$ cat src/rtl/mult_seq_32.sv
// Sequential 32x32 -> 64 shift-add multiplier, signed or unsigned, one
// partial-product add per cycle through an external 32-bit adder.
module mult_seq_32 (
  input  logic        clk,
  input  logic        rst,
  input  logic        start,
  input  logic        sgn,
  input  logic [31:0] a,
  input  logic [31:0] b,
  output logic [31:0] add_a,
  output logic [31:0] add_b,
  output logic        add_cin,
  input  logic [31:0] add_s,
  input  logic        add_g,
  input  logic        add_p,
  output logic [31:0] hi,
  output logic [31:0] lo,
  output logic        busy,
  output logic        done,
  output logic [1:0]  state_dbg
);

  typedef enum logic [1:0] {
    S_IDLE = 2'd0,
    S_CALC = 2'd1,
    S_FIX  = 2'd2,
    S_DONE = 2'd3
  } state_t;

  state_t      state_q, state_d;
  logic [4:0]  cnt_q, cnt_d;
  logic [31:0] hi_q, hi_d;
  logic [31:0] lo_q, lo_d;
  logic [31:0] mcand_q, mcand_d;
  logic        neg_q, neg_d;
  logic        busy_q, busy_d;
  logic        done_q, done_d;

  logic [31:0] abs_a, abs_b;
  logic [63:0] prod_neg;
  logic        carry;

  assign add_cin   = 1'b0;
  assign add_a     = (state_q == S_CALC) ? hi_q : 32'd0;
  assign add_b     = (state_q == S_CALC && lo_q[0]) ? mcand_q : 32'd0;
  assign carry     = add_g | (add_p & add_cin);
  assign hi        = hi_q;
  assign lo        = lo_q;
  assign busy      = busy_q;
  assign done      = done_q;
  assign state_dbg = state_q;

  // 0x80000000 negates to itself, which is the correct unsigned magnitude.
  assign abs_a    = (sgn && a[31]) ? (~a + 32'd1) : a;
  assign abs_b    = (sgn && b[31]) ? (~b + 32'd1) : b;
  assign prod_neg = ~{hi_q, lo_q} + 64'd1;

  always_comb begin
    state_d = state_q;
    cnt_d   = cnt_q;
    hi_d    = hi_q;
    lo_d    = lo_q;
    mcand_d = mcand_q;
    neg_d   = neg_q;
    busy_d  = 1'b0;
    done_d  = 1'b0;
    case (state_q)
      S_IDLE: begin
        if (start) begin
          mcand_d = abs_a;
          lo_d    = abs_b;
          hi_d    = 32'd0;
          neg_d   = sgn & (a[31] ^ b[31]);
          cnt_d   = 5'd0;
          busy_d  = 1'b1;
          state_d = S_CALC;
        end
      end
      S_CALC: begin
        // Shift the accumulated sum right one bit; adder carry becomes the new MSB.
        {hi_d, lo_d} = {carry, add_s, lo_q[31:1]};
        cnt_d        = cnt_q + 5'd1;
        busy_d       = 1'b1;
        if (cnt_q == 5'd31) state_d = S_FIX;
      end
      S_FIX: begin
        if (neg_q) {hi_d, lo_d} = prod_neg;
        done_d  = 1'b1;
        state_d = S_DONE;
      end
      S_DONE: begin
        state_d = S_IDLE;
      end
      default: state_d = S_IDLE;
    endcase
  end

  always_ff @(posedge clk) begin
    if (rst) begin
      state_q <= S_IDLE;
      cnt_q   <= 5'd0;
      hi_q    <= 32'd0;
      lo_q    <= 32'd0;
      mcand_q <= 32'd0;
      neg_q   <= 1'b0;
      busy_q  <= 1'b0;
      done_q  <= 1'b0;
    end else begin
      state_q <= state_d;
      cnt_q   <= cnt_d;
      hi_q    <= hi_d;
      lo_q    <= lo_d;
      mcand_q <= mcand_d;
      neg_q   <= neg_d;
      busy_q  <= busy_d;
      done_q  <= done_d;
    end
  end

endmodule

$ cat config.mk
export PLATFORM = sky130hd
export DESIGN_NAME = mult_seq_32
export DESIGN_NICKNAME = d
export VERILOG_FILES = /design/src/rtl/mult_seq_32.sv
export SDC_FILE = /design/constraint.sdc
export NUM_CORES = 1
export LEC_CHECK = 0
export ABC_AREA = 1
export BUFFER_PORTS_ARGS = -buffer_cell sky130_fd_sc_hd__buf_2
export CORE_MARGIN = 3
export CORE_UTILIZATION = 59
export CTS_CLUSTER_SIZE = 8
export DETAILED_ROUTE_END_ITERATION = 8
export PLACE_DENSITY = 0.89
export SLEW_MARGIN = 0
export SYNTH_ARGS = -nofsm -noshare
export SYNTH_HDL_FRONTEND = slang
export SYNTH_SLANG_ARGS = --single-unit
$ cat constraint.sdc
create_clock -name clk -period 5.3 [get_ports clk]
set_clock_uncertainty 0.2 [all_clocks]
set_input_delay 0.795 -clock clk [delete_from_list [all_inputs] [get_ports clk]]
set_output_delay 0.795 -clock clk [all_outputs]
set_load 0.02 [all_outputs]
==> results of run 1 <==
==> final cells by class <==
type	instances	area, µm²
Tap cell	184	230
Timing Repair Buffer	237	1200
Fill cell	1331	4250
Multi-Input combinational cell	1256	5750
Sequential cell	106	2120
Inverter	223	838
Clock buffer	10	239
Clock inverter	6	70.1
==> synth_stat cells, types with 10 or more instances <==
cell,number,share of area
o21ai_0,84,0.047
dfxtp_1,106,0.24
a21oi_1,146,0.081
nor3_1,25,0.014
nand3b_1,12,0.010
nor2_1,257,0.11
nand4_1,10,0.0070
nand3_1,102,0.057
nand2_1,500,0.21
o211ai_1,12,0.010
xor2_1,26,0.025
buf_2,10,0.0056
clkbuf_1,35,0.015
inv_1,219,0.092
==> per-layer routing <==
layer  vias to the layer above  GRT usage  wire [µm]
met5                         -          0          0
met4                         0      0.122        875
met3                        88     0.0754       3140
met2                       674      0.604      14500
met1                      5109      0.487      12900
li1                       5590          -          -
==> sequential cells by signal, summed over array words and instances, names as in the netlist <==
name,flops
busy,1
cnt_q,5
done,1
hi,32
lo,32
mcand_q,32
neg_q,1
state_dbg,2
==> path summary, 6_finish.rpt <==
check | startpoint | to | slack [ps] | cells past startpoint
worst min register to register | mcand_q[0]$_SDFFE_PP0P_ | mcand_q[0]$_SDFFE_PP0P_ | 270 | 2
worst max register to register | state_dbg[0]$_SDFFE_PP0P_ | lo[21]$_SDFFE_PP0P_ | 2000 | 11
worst min-delay path | mcand_q[0]$_SDFFE_PP0P_ | mcand_q[0]$_SDFFE_PP0P_ | 270 | 2
worst max-delay path | state_dbg[1]$_SDFFE_PP0P_ | add_b[22] | 1440 | 5
==> worst max-delay path, cell delays in order (launching register included) <==
cell and delay (ps):
dfxtp_1 350, inv_1 110, ha_2 700, nand2_1 790
nor2_1 320, buf_2 220
==> stage by stage <==
stage                     cells   util
after floorplan            1645      -
after global placement     2006  0.690
after detailed placement   2006  0.690
after CTS                  2022  0.711
after global routing       2022  0.711
final                      2022  0.711
==> logic make-up (layout without fill, tap and decap cells) <==
kind of cell / Yosys count / in the layout / share of synthesized area
AO/OA/AOI/OAI: 276 / 276 / 0.166
XOR/XNOR: 28 / 28 / 0.0273
adder cells (fa/ha/maj): 9 / 9 / 0.0126
buffers and inverters: 283 / 476 / 0.122
flip-flops: 106 / 106 / 0.237
other: 1 / 1 / 0.000418
AND/OR/NAND/NOR: 942 / 942 / 0.435
==> report_power, final <==
| group | total (mW) | internal (mW) | switching [mW] |
|---|---|---|---|
| Clock | 0.715 | 0.348 | 0.367 |
| Combinational | 3.45 | 0.996 | 2.45 |
| Sequential | 1.33 | 1.03 | 0.299 |
| Total | 5.49 | 2.38 | 3.12 |
==> results.txt, run 1 <==
- Synthesis handed over a netlist of between 1,500 and 2,000 instances.
* Final period demand of the worst path: between 3000 and 4000 ps
- Of all flip-flops after synthesis, the portion carrying an async set or reset was 0.
* Count of TritonRoute iterations in the first routing pass: 6
- In this run the vertical extent of the chip is between 100 and 150 µm.
* Post-synthesis area per instance: 5.45 µm²
* Number of setup violations in the final report: 0
- Class of the most critical setup path: register to primary output
- For this run, the register share of the synthesized area comes to 0.237.
* Nets in the synthesized netlist: between 1,500 and 2,000
* Initial standard-cell utilization of the core: 0.610
- Buffer cell driving the clock tree root: clkbuf_16
* Smallest hold slack: 269 ps
- For this run, design rule violations remaining after detail routing come to 0.
* Signed area change from the synthesized netlist to the final layout: 16.5%
- Layout cell share with drive strength beyond 1: 0.157
* PnR Total Power: 5.49 mW
- For this block, the initial DRC count from the detailed router was 1,175.
* TritonCTS sink count: approximately 110
- Vias in the first global route: 10,000
* Commonest cells after routing, fill and taps aside: nand2_1 (500), nor2_1 (257), buf_2 (232)
- The region available for standard cell placement spans between 10,000 and 15,000 µm².
- Count of buffers from port buffering: 232
* Number of register bits inferred by synthesis: around 110
- Worst-case setup slack after placement: 1900 ps
* Setup Buffers After CTS: 0
- In this run the cell area measured after placement is around 10,000 µm².
- Inserted Diodes: 0
- Entering global routing, the biggest net connects approximately 70 pins.
- In this run the remaining antenna-violating nets after routing total 0.
* Crit path required time: ~4300 ps
* Slew @ Worst Pin: ~1100 ps
* Remaining Overflow, GRT: 0
- Derived from the worst setup path, the maximum achievable clock frequency is 259 MHz.
* Overall routing resource usage: 0.369
- Dividing the final minimum period by the clock period gives 0.729.
- In this run the worst path has a maximum fanout of 43.
- Final-stage net count: slightly below 2,000
* Cts bufs inserted: 9
- Setup WS post-layout: 1440 ps
- For this design, the CTS-stage hold fixing added 0 buffers.
- The number of gates resized after CTS was 0.
* Max Slew Vio Count: 0
- Yosys printed 0 warnings.
- Maximum capacitance violations: 0
- Summing all non-filler instances in the final layout gives an area of 10,500 µm².
- Critical Path End Type: primary output
- Last weighted congestion value of the routability-driven placer: 1.01
* Max Root-Sink Buffers: 2
- Class of the most critical hold timing path: register to register
- H-tree levels: 3
- Average wire length per cell after detail routing: roughly 16 µm
* Setup repair after global routing missed its margin: false
- The synthesized design contains 0 enable-type register cells.
- Relative slew margins: 0.249
* Post-detailed-route via-to-cell ratio: ~5.7
- Floorplan die width: approximately 130 µm
- Total vias in the final route: approximately 11,000
- Number of library cell types mapped by synthesis: between 40 and 50
* Antenna violations before repair: 0
* First-pass GRT wire length: about 50,000 µm
- In this run the static leakage power is 5.40 nW.
- Startpoint kind of the worst setup timing path: register
- The wire-length estimate of the detail-placed layout is approximately 24,000 µm.
* Clock transition time at the flip-flop clock pins of the worst setup and hold paths: 90 ps
- The die covers 16,700 µm².
- For this block, the routed nets add up to about 31,000 µm of wire.
- TritonCTS built the clock tree.
* IO Count: approximately 240
- Later-pin clock latency in the skew report: between 300 and 400 ps
- Power Dens Cells: approximately 530 nW/µm²
- Accumulated negative setup slack: 0 ps
- The number of hold-slack violations in the final timing report was 0.
- STA puts the critical path data arrival time at about 2900 ps.
- Post-synthesis instance area: 8970 µm²
- IR Drop Worst-Case VDD: 0.520 mV
* Primary FF master, synth: dfxtp_1
* Status: completed
* Most common library cell in the layout ignoring fill and taps: nand2_1
- The initialized floorplan defines between 40 and 50 standard-cell rows.
Power figures use the tool's default switching activity.
==> run 2, diff against run 1 <==
ABC_AREA = 0   (was 1)
CORE_UTILIZATION = 48   (was 59)
PLACE_DENSITY = 0.8   (was 0.89)
clock period = 3.4 ns   (was 5.3 ns; I/O delays follow)
==> run 2 against run 1 <==
Against the previous run: design area decreased by 9.7%; clock power increased by 82%; utilization decreased by 9.7 points; largest power group unchanged; critical path depth increased by 1; synthesized cell count decreased by 39%; global-route usage decreased by 8.5 points; critical endpoint is now hi[31]$_SDFFE_PP0P_; hold slack got worse by 110 ps; via count decreased by 23%.
==> results.txt, run 2 <==
* Relative slew margins: 0.469 (was 0.249)
* Final period demand of the worst path: between 3000 and 4000 ps
- Average wire length per cell after detail routing: 18.0 µm (was 15.5 µm)
- The largest driver fanout on the critical path came to 10 (was 43).
- The first-pass GRT wire length came to 41,700 µm (was 49,800 µm).
* Post-synthesis area per instance: 7.54 µm² (was 5.45 µm²)
- The portion of the post-synthesis area used by sequential elements came to 0.278 (was 0.237).
- The area of the mapped netlist was 7620 µm² (was 8970 µm²).
- The main combinational cell family by area after synthesis was simple AND/OR/NAND/NOR gates (unchanged).
* IR Drop Worst-Case VDD: 0.532 mV (was 0.520 mV)
- The number of antenna violations at the first check in global routing was 2 (was 0).
- Placed Instances: 1,415 (was 2,006)
- The post-synthesis xor/xnor area fraction was 0.0954 (was 0.0273).
* Detailed-route DRC error count: 0 (unchanged)
- Max Root-Sink Buffers: 2 (unchanged)
- Violation count after the first detailed-route iteration: 809 (was 1,175)
* Worst path arrival time: 3140 ps (was 2870 ps)
* Leakage power total: 4.17 nW (was 5.40 nW)
- Count of buffers from port buffering: 232 (unchanged)
- The critical path data required time came to 3420 ps (was 4300 ps).
* Power Dens Cells: 793 nW/µm² (was 526 nW/µm²)
- Post-synth top cells: nor2_1 (115), dfxtp_1 (106), clkbuf_1 (72) (was nand2_1 (500), nor2_1 (257), inv_1 (219))
- Total vias in the final route: 8,840 (was 11,500)
- In the finished design, the share of the clock period the worst path needs comes to 0.917.
- Most common library cell in the layout ignoring fill and taps: buf_2 (was nand2_1)
- The number of I/O pins was 235 (unchanged).
- Die H: 132 µm (was 129 µm)
- The latest clock arrival within the worst-skew pair is 360 ps (was 380 ps).
- The effective utilization at floorplan came to 0.496 (was 0.610).
* Number of setup violations in the final report: 0 (unchanged)
* Cts bufs inserted: 9 (unchanged)
- Post-route ant nets: 0 (unchanged)
* Count of TritonRoute iterations in the first routing pass: 5 (was 6)
- Final Hold Viols: 0 (unchanged)
* Largest area contributor in the synthesized netlist: dfxtp_1 (unchanged)
- Maximum capacitance violations: 0 (unchanged)
- Floorplan die width: 132 µm (was 129 µm)
- Max Slew Vio Count: 0 (unchanged)
- The mux cell area share after synthesis was 0.0146 (was 0).
- Fillers: 1,428 (was 1,331)
- Setup repair after global routing missed its margin: false (unchanged).
- Yosys warning total: 0 (unchanged)
- Std-Cell Rows: 45 (was 44)
- Post-detailed-route via-to-cell ratio: 6.17 (was 5.67)
- Area share of and/or/nand/nor cells after synthesis: 0.304 (was 0.435)
* Floorplan die area: 17,400 µm² (was 16,700 µm²)
* Startpoint kind of the worst setup timing path: register (unchanged)
- Number of synthesized flops with an enable pin: 0 (unchanged)
* Clock transition time at the flip-flop clock pins of the worst setup and hold paths: 70 ps (was 90 ps)
- The depth of the CTS H-tree came to 3 (unchanged).
- Final HPWL DP: 18,600 µm (was 23,700 µm)
* Remaining Overflow, GRT: 0 (unchanged)
- Number of hold buffers added after CTS: 0 (unchanged)
- Critical Path End Type: register (was primary output)
* Number of register bits inferred by synthesis: 106 (unchanged)
* Slew @ Worst Pin: 795 ps (was 1130 ps)
- The accumulated negative setup slack came to 0 ps (unchanged).
- Max Freq: ~320 MHz
- Status: completed (unchanged).
* Most repeated cell in the gate-level netlist after synthesis: nor2_1 (was nand2_1)
- The clock tree root buffer cell is clkbuf_16 (unchanged).
* Final-stage net count: 1,326 (was 1,944)
* Setup Buffers After CTS: 0 (unchanged)
- Class of the most critical hold timing path: input pin to register (was register to register)
* Synth Instances: 1,010 (was 1,645)
- Number of gates resized after CTS: 0 (unchanged)
* Vias in the first global route: 8,105 (was 10,000)
* TritonCTS sink count: 106 (unchanged)
* Commonest cells after routing, fill and taps aside: buf_2 (232), nor2_1 (115), dfxtp_1 (106) (was nand2_1 (500), nor2_1 (257), buf_2 (232))
- The post-synthesis async set-or-reset flop share is 0 (unchanged).
* Number of library cell types mapped by synthesis: 67 (was 41)
- The final hold slack came to 159 ps (was 269 ps).
- The compound-cell area share of the yosys netlist came to 0.242 (was 0.166).
- Signed area change from the synthesized netlist to the final layout: 23.9% (was 16.5%)
- The area share of the leading cell type in the synthesized netlist was 0.278 (was 0.237).
- Clock tree from TritonCTS: built (unchanged)
- Primary FF master, synth: dfxtp_1 (unchanged)
* Overall routing resource usage: 0.284 (was 0.369)
- The largest net degree at the start of global routing was 109 (was 69).
- The fraction of layout instances using a drive strength above 1 came to 0.250 (was 0.157).
* Most area-consuming cells after synthesis: dfxtp_1 (28%), nor2_1 (5.7%), xnor2_1 (5.6%), xor2_1 (3.9%), a21oi_1 (3.7%) (was dfxtp_1 (24%), nand2_1 (21%), nor2_1 (11%), inv_1 (9.2%), a21oi_1 (8.1%))
- The post-layout instance count excluding filler cells came to 1,433 (was 2,022).
* Placeable core region: 15,400 µm² (was 14,700 µm²)
- Class of the most critical setup path: register to register (was register to primary output)
* Fraction of the mapped netlist area in adder cells: 0.0148 (was 0.0126)
* Nets in the synthesized netlist: 1,121 (was 1,756)
- Final wirelength: 25,800 µm (was 31,400 µm)
- The last weighted congestion value of the routability-driven placer was 0.966 (was 1.01).
-- run 2: cell type report --
cell class              instances  area (µm²)  share of cell area
repair buffers                274        1490               0.158
clock buffers                  10         229              0.0243
well taps                     211         264              0.0280
diodes                          2        5.00            0.000530
clock inverters                 6         138              0.0146
multi-input cells             805        5120               0.542
inverters                      19        71.3             0.00756
flip-flops and latches        106        2120               0.225
-- run 2: logic make-up (layout without fill, tap and decap cells) --
logic type | count (synthesis) | in the layout
AO/OA/AOI/OAI | 263 | 263
adder cells (fa/ha/maj) | 9 | 9
buffers and inverters | 99 | 309
AND/OR/NAND/NOR | 438 | 438
multiplexers | 11 | 11
other | 1 | 3
flip-flops | 106 | 106
XOR/XNOR | 83 | 83
-- run 2: critical path, cell delays in order (launching register included) --
cell	delay (ps)
dfxtp_1	390
or4_4	600
or4_4	540
or3_1	600
nor4_1	390
xor2_1	170
o22ai_1	90
-- run 2: stage by stage --
step | utilization | setup WS, ps | power (mW) | instance area [µm²]
3_3_place_gp | 0.590 | 361 | 6.01 | 9070
4_1_cts | 0.614 | 309 | 7.41 | 9430
2_1_floorplan | - | 418 | 4.76 | 7620
5_1_grt | 0.614 | 127 | 8.00 | 9440
3_5_place_dp | 0.590 | 325 | 6.10 | 9070
6_report | 0.614 | 282 | 7.49 | 9440
-- run 2: power breakdown --
group          switching (mW)  total, mW  leakage, nW  internal (mW)
clock network           0.501       1.30        0.177          0.799
logic                    2.70       4.20         3.13           1.50
registers               0.409       1.99        0.871           1.58
-- run 2: path summary, 6_finish.rpt --
kind / from / endpoint / slack (ps) / cells past startpoint
worst max-delay path: lo[22]$_SDFFE_PP0P_ / hi[31]$_SDFFE_PP0P_ / 280 / 6
worst min-delay path: add_s[18] / hi[17]$_SDFFE_PP0P_ / 160 / 3
worst max register to register: lo[22]$_SDFFE_PP0P_ / hi[31]$_SDFFE_PP0P_ / 280 / 6
worst min register to register: mcand_q[0]$_SDFFE_PP0P_ / mcand_q[0]$_SDFFE_PP0P_ / 250 / 2
-- run 2: routing by layer --
layer	GRT usage	wire, µm	vias up	share of wire
met2	0.471	12100	449	0.47
li1	-	-	4187	-
met4	0.0799	624	0	0.024
met3	0.0740	2420	62	0.094
met1	0.365	10700	4142	0.41
met5	0	0	-	0
